`config.mk`:
```
export PLATFORM = sky130hd
export DESIGN_NAME = bcd_digit_serial_ctrl
export DESIGN_NICKNAME = d
export VERILOG_FILES = /design/src/rtl/bcd_digit_serial_ctrl.sv
export SDC_FILE = /design/constraint.sdc
export NUM_CORES = 1
export LEC_CHECK = 0
export ABC_AREA = 1
export CORE_AREA = 3 3 80 82
export CTS_BUF_LIST = sky130_fd_sc_hd__clkbuf_4 sky130_fd_sc_hd__clkbuf_8 sky130_fd_sc_hd__clkbuf_16
export CTS_CLUSTER_SIZE = 8
export DETAILED_ROUTE_END_ITERATION = 8
export DIE_AREA = 0 0 83 85
export PLACE_DENSITY = 0.72
export SLEW_MARGIN = 20
export SYNTH_ARGS = -nofsm -noshare
export SYNTH_HDL_FRONTEND = slang
export SYNTH_SLANG_ARGS = --single-unit
```
`constraint.sdc`:
```
create_clock -name Clock -period 1.5 [get_ports Clock]
set_clock_uncertainty 0.05 [all_clocks]
set_input_delay 0.3 -clock Clock [delete_from_list [all_inputs] [get_ports Clock]]
set_output_delay 0.3 -clock Clock [all_outputs]
set_load 0.005 [all_outputs]
```
`src/rtl/bcd_digit_serial_ctrl.sv`:
```
// Digit-serial BCD add/sub sequencer driving one shared single-digit adder.
// Optional subtraction (10's complement) enabled with `define BCD_SUB_EN.
module bcd_digit_serial_ctrl #(
  parameter int NDIG = 4
) (
  input  logic              Clock,
  input  logic              Resetn,
  input  logic              start,
  input  logic [4*NDIG-1:0] a_bcd,
  input  logic [4*NDIG-1:0] b_bcd,
  input  logic              cin,
`ifdef BCD_SUB_EN
  input  logic              op,
`endif
  output logic [3:0]        add_x,
  output logic [3:0]        add_y,
  output logic              add_cin,
  input  logic [3:0]        add_s,
  input  logic              add_cout,
  output logic              busy,
  output logic              done,
  output logic [4*NDIG-1:0] result,
  output logic              cout,
  output logic              err
);

  localparam int IW = (NDIG > 1) ? $clog2(NDIG) : 1;
  localparam logic [IW-1:0] LAST = IW'(NDIG - 1);

  typedef enum logic [1:0] {
    S_IDLE = 2'd0,
    S_ADD  = 2'd1,
    S_DONE = 2'd2
  } state_t;

  state_t            state_q, state_d;
  logic [IW-1:0]     idx_q, idx_d;
  logic              carry_q, carry_d;
  logic [4*NDIG-1:0] a_q, a_d;
  logic [4*NDIG-1:0] b_q, b_d;
  logic [4*NDIG-1:0] result_q, result_d;
  logic              cout_q, cout_d;
  logic              err_q, err_d;
  logic              op_q, op_d;
  logic              op_in;
  logic [3:0]        dig_a;
  logic [3:0]        dig_b;

`ifdef BCD_SUB_EN
  assign op_in = op;
`else
  assign op_in = 1'b0;
`endif

  function automatic logic has_bad(input logic [4*NDIG-1:0] v);
    logic bad;
    bad = 1'b0;
    for (int i = 0; i < NDIG; i++) begin
      if (v[4*i +: 4] > 4'd9) bad = 1'b1;
    end
    return bad;
  endfunction

  // select the current operand digit pair
  always_comb begin
    dig_a = 4'd0;
    dig_b = 4'd0;
    for (int i = 0; i < NDIG; i++) begin
      if (idx_q == IW'(i)) begin
        dig_a = a_q[4*i +: 4];
        dig_b = b_q[4*i +: 4];
      end
    end
  end

  // next-state, datapath updates and adder drive
  always_comb begin
    state_d  = state_q;
    idx_d    = idx_q;
    carry_d  = carry_q;
    a_d      = a_q;
    b_d      = b_q;
    result_d = result_q;
    cout_d   = cout_q;
    err_d    = err_q;
    op_d     = op_q;
    add_x    = 4'd0;
    add_y    = 4'd0;
    add_cin  = 1'b0;
    unique case (state_q)
      S_IDLE: begin
        if (start) begin
          state_d  = S_ADD;
          a_d      = a_bcd;
          b_d      = b_bcd;
          op_d     = op_in;
          idx_d    = '0;
          carry_d  = op_in ? 1'b1 : cin;
          result_d = '0;
          cout_d   = 1'b0;
          err_d    = has_bad(a_bcd) | has_bad(b_bcd);
        end
      end
      S_ADD: begin
        add_x   = dig_a;
        add_y   = op_q ? (4'd9 - dig_b) : dig_b;
        add_cin = carry_q;
        for (int i = 0; i < NDIG; i++) begin
          if (idx_q == IW'(i)) result_d[4*i +: 4] = add_s;
        end
        carry_d = add_cout;
        if (idx_q == LAST) begin
          state_d = S_DONE;
          cout_d  = add_cout;
          idx_d   = '0;
        end else begin
          idx_d = idx_q + IW'(1);
        end
      end
      S_DONE: state_d = S_IDLE;
      default: state_d = S_IDLE;
    endcase
  end

  // state and datapath registers with synchronous reset
  always_ff @(posedge Clock) begin
    if (!Resetn) begin
      state_q  <= S_IDLE;
      idx_q    <= '0;
      carry_q  <= 1'b0;
      a_q      <= '0;
      b_q      <= '0;
      result_q <= '0;
      cout_q   <= 1'b0;
      err_q    <= 1'b0;
      op_q     <= 1'b0;
    end else begin
      state_q  <= state_d;
      idx_q    <= idx_d;
      carry_q  <= carry_d;
      a_q      <= a_d;
      b_q      <= b_d;
      result_q <= result_d;
      cout_q   <= cout_d;
      err_q    <= err_d;
      op_q     <= op_d;
    end
  end

  assign busy   = (state_q == S_ADD);
  assign done   = (state_q == S_DONE);
  assign result = result_q;
  assign cout   = cout_q;
  assign err    = err_q;

endmodule
```
==> reports/results.tsv <==
stage	metric	value	unit
floorplan	full die area	7060	um2
yosys	Syn Area/Cell	7.31	um2
floorplan	initial cell density of the core	42.4	%
power	Pwr Density	870	nW/um2
timing	Final WS setup	-0.427	ns
worst_setup_path	Crit path largest cell delay	0.38	ns
timing	final worst path period need	1.93	ns
clock_tree	htree depth	2	
layout	count of nets after finishing	481	
timing	fmax	0.519	GHz
clock_tree	clock root cell	clkbuf_8	
worst_setup_path	Crit path arrival time	1.58	ns
layout	ratio of cells with drive above 1 in the final layout	29.3	%
global_route	first-pass GRT wire length	11600	um
clock_tree	Clock Latency Late Sink	0.31	ns
route	DRC	0	
clock_tree	CTS Hold Bufs	0	
global_route	largest net degree at the start of global routing	33	
timing	Final setup viols	8	
worst_setup_path	worst path cell trace	inv_4, ha_4, buf_4, a21oi_2, nand2_1, o21ai_1, a21oi_1, buf_2	
global_route	Total GRT Usage	19.9	%
route	Antenna Nets Post-Route	0	
route	Iter 0 DRT Violations	154	
outcome	status	complete, but fails checks	
clock_tree	CTS tree	yes	
yosys	library cells used by synthesis	25	
worst_hold_path	Hold Crit Class	register to register	
layout	Area growth syn-to-layout	55.0	%
yosys	Synth area leader	dfxtp_1	
power	Max VDD drop	0.000449	V
power	Static Leakage	1.79	nW
route	drt pass-1 iters	4	
global_route	vias in the first global route	2478	
yosys	Cell Area, Synth	2460	um2
route	routed via count	2594	
layout	Finished Core Util	65.7	%
timing	Worst Tran Pin Value	0.297	ns
worst_setup_path	WP buf/inv	3	
timing	unrepaired setup endpoints after global routing	yes	
global_route	GRT overflow	0	
yosys	Synth Warn #	0	
worst_setup_path	crit path max fanout	5	
yosys	cells after synthesis	337	
worst_setup_path	critical path type	register to output pin	
placement	IO Port Bufs	69	
clock_tree	# clock sinks	55	
floorplan	Core Footprint	5820	um2
yosys	synth top area cells	dfxtp_1 45%, o21ai_0 11%, nor2_1 9.4%	
timing	Slew headroom	80.0	%
placement	hpwl dp	4840	um
timing	Final Hold Viols	0	
outcome	failing checks	negative setup slack	
timing	final worst path period share	128	%
floorplan	die width	83	um
clock_tree	Num CTS Buffers	5	
worst_setup_path	Top delay family on crit path	flip-flops	
worst_setup_path	R2R setup slack	0.03	ns
floorplan	# rows	28	
route	number of vias per cell	5.07	
clock_tree	maximum clock path buffer count	2	
floorplan	Die H	85	um
flow_run	max_cap viols	0	
route	drt total wl	7190	um
route	wire per inst	14.0	um
yosys	Synth top area share	44.7	%
worst_setup_path	crit path capture type	output pin	
layout	commonest non-fill, non-tap cell in the layout	nor2_1	
placement	Place WS	-0.589	ns
yosys	Syn Nets	382	
timing	Fin Hold WS	0.412	ns
timing	max-slew violation count	0	
yosys	FF+latch count, synth	55	
worst_setup_path	CP Launch Type	register	
clock_tree	Reg clk slew, reported paths	0.09	ns
placement	GPL Wtd Cong	0.867	
global_route	initial antenna violation count	0	
layout	number of diodes	0	
worst_setup_path	CP max stage cell	dfxtp_2	
layout	most frequent cells in the layout	60 x nor2_1, 48 x nand2_1, 42 x o21ai_0	
floorplan	Top-Level Pins	70	
yosys	fraction of the yosys area taken by sequential cells	44.7	%
worst_setup_path	Critical Path RT	1.15	ns
-- final timing paths --
check / from / end / depth (start not counted)
worst max-delay path: idx_q[1]$_SDFFE_PN0P_ / add_y[1] / 8
worst max register to register: idx_q[1]$_SDFFE_PN0P_ / result[4]$_SDFFE_PN0P_ / 8
worst min register to register: result[7]$_SDFFE_PN0P_ / result[7]$_SDFFE_PN0P_ / 2
worst min-delay path: result[7]$_SDFFE_PN0P_ / result[7]$_SDFFE_PN0P_ / 2
-- per-layer routing --
layer  share of wire (%)  GRT usage, %  vias up  wire length [um]
met1                  43          24.4     1211              3110
met2                  51          35.6       70              3650
met3                 4.4          3.79        8               315
met5                   0             0        -                 0
li1                    -             -     1305                 -
met4                 1.4          5.79        0               104
-- where the power goes --
part / leakage (nW) / switching, mW / internal (mW) / total (mW)
Sequential: 0.462 / 0.0663 / 1.56 / 1.62
Clock: 0.0549 / 0.467 / 0.441 / 0.907
Combinational: 1.28 / 0.402 / 0.394 / 0.796
-- cells by family after synthesis --
group | count (synthesis) | synth area share (%)
AOI/OAI and AO/OA | 96 | 21.7
adders and majority gates | 4 | 2.03
DFF | 55 | 44.7
buffers and inverters | 39 | 7.01
and+or+nand+nor | 143 | 24.6
-- layout make-up --
| type | instances | area [um2] |
|---|---|---|
| Inverter | 22 | 110 |
| Tap cell | 75 | 93.8 |
| Fill cell | 522 | 1990 |
| Timing Repair inverter | 1 | 7.51 |
| Timing Repair Buffer | 108 | 1030 |
| Clock buffer | 8 | 104 |
| Sequential cell | 55 | 1130 |
| Multi-Input combinational cell | 243 | 1350 |
-- cell usage after synthesis --
cell type	number
clkbuf_2	2
o211ai_2	1
nor2_4	1
o21ai_4	3
nand2_1	53
nand2_4	1
buf_2	4
nor2_8	1
nor2_2	5
o21ai_0	54
inv_6	1
buf_4	1
inv_2	1
clkinv_1	2
clkbuf_1	9
inv_4	1
dfxtp_1	55
nor2_1	62
a21oi_1	34
inv_1	17
a21oi_2	3
o21a_1	1
buf_6	1
ha_1	4
nand3_1	20
-- flip-flops by register name, indices dropped and copies added (netlist names) --
signal   count
err          1
carry_q      1
a_q         16
cout         1
state_q      2
result      16
idx_q        2
b_q         16
-- stage by stage --
step / std cells / instance area (um2) / TNS, ns / total power, mW
after floorplan: 337 / 2490 / 0 / 2.00
after CTS: 509 / 3660 / -3.01 / 3.26
after global placement: 491 / 3430 / -8.65 / 2.32
final: 512 / 3820 / -3.24 / 3.33
after global routing: 512 / 3820 / -4.11 / 3.47
after detailed placement: 491 / 3430 / -9.50 / 2.33
-- worst register-to-register path: cells and delay by family (launching register included) --
kind / cells / cell delay (ns)
simple gates: 1 / 0.08
buf+inv: 4 / 0.45
flops: 1 / 0.35
fa+ha+maj: 1 / 0.19
compound gates: 2 / 0.28
-- what timing repair did --
| action | in CTS | in global routing |
|---|---|---|
| endpoints found under the setup margin | 38 | 53 |
| gates resized for setup | 102 | 43 |
| gates cloned | 1 | 0 |
| buffers inserted | 9 | 4 |
| pin swaps | 21 | 13 |
No activity file was read; power rests on OpenSTA's default activity.
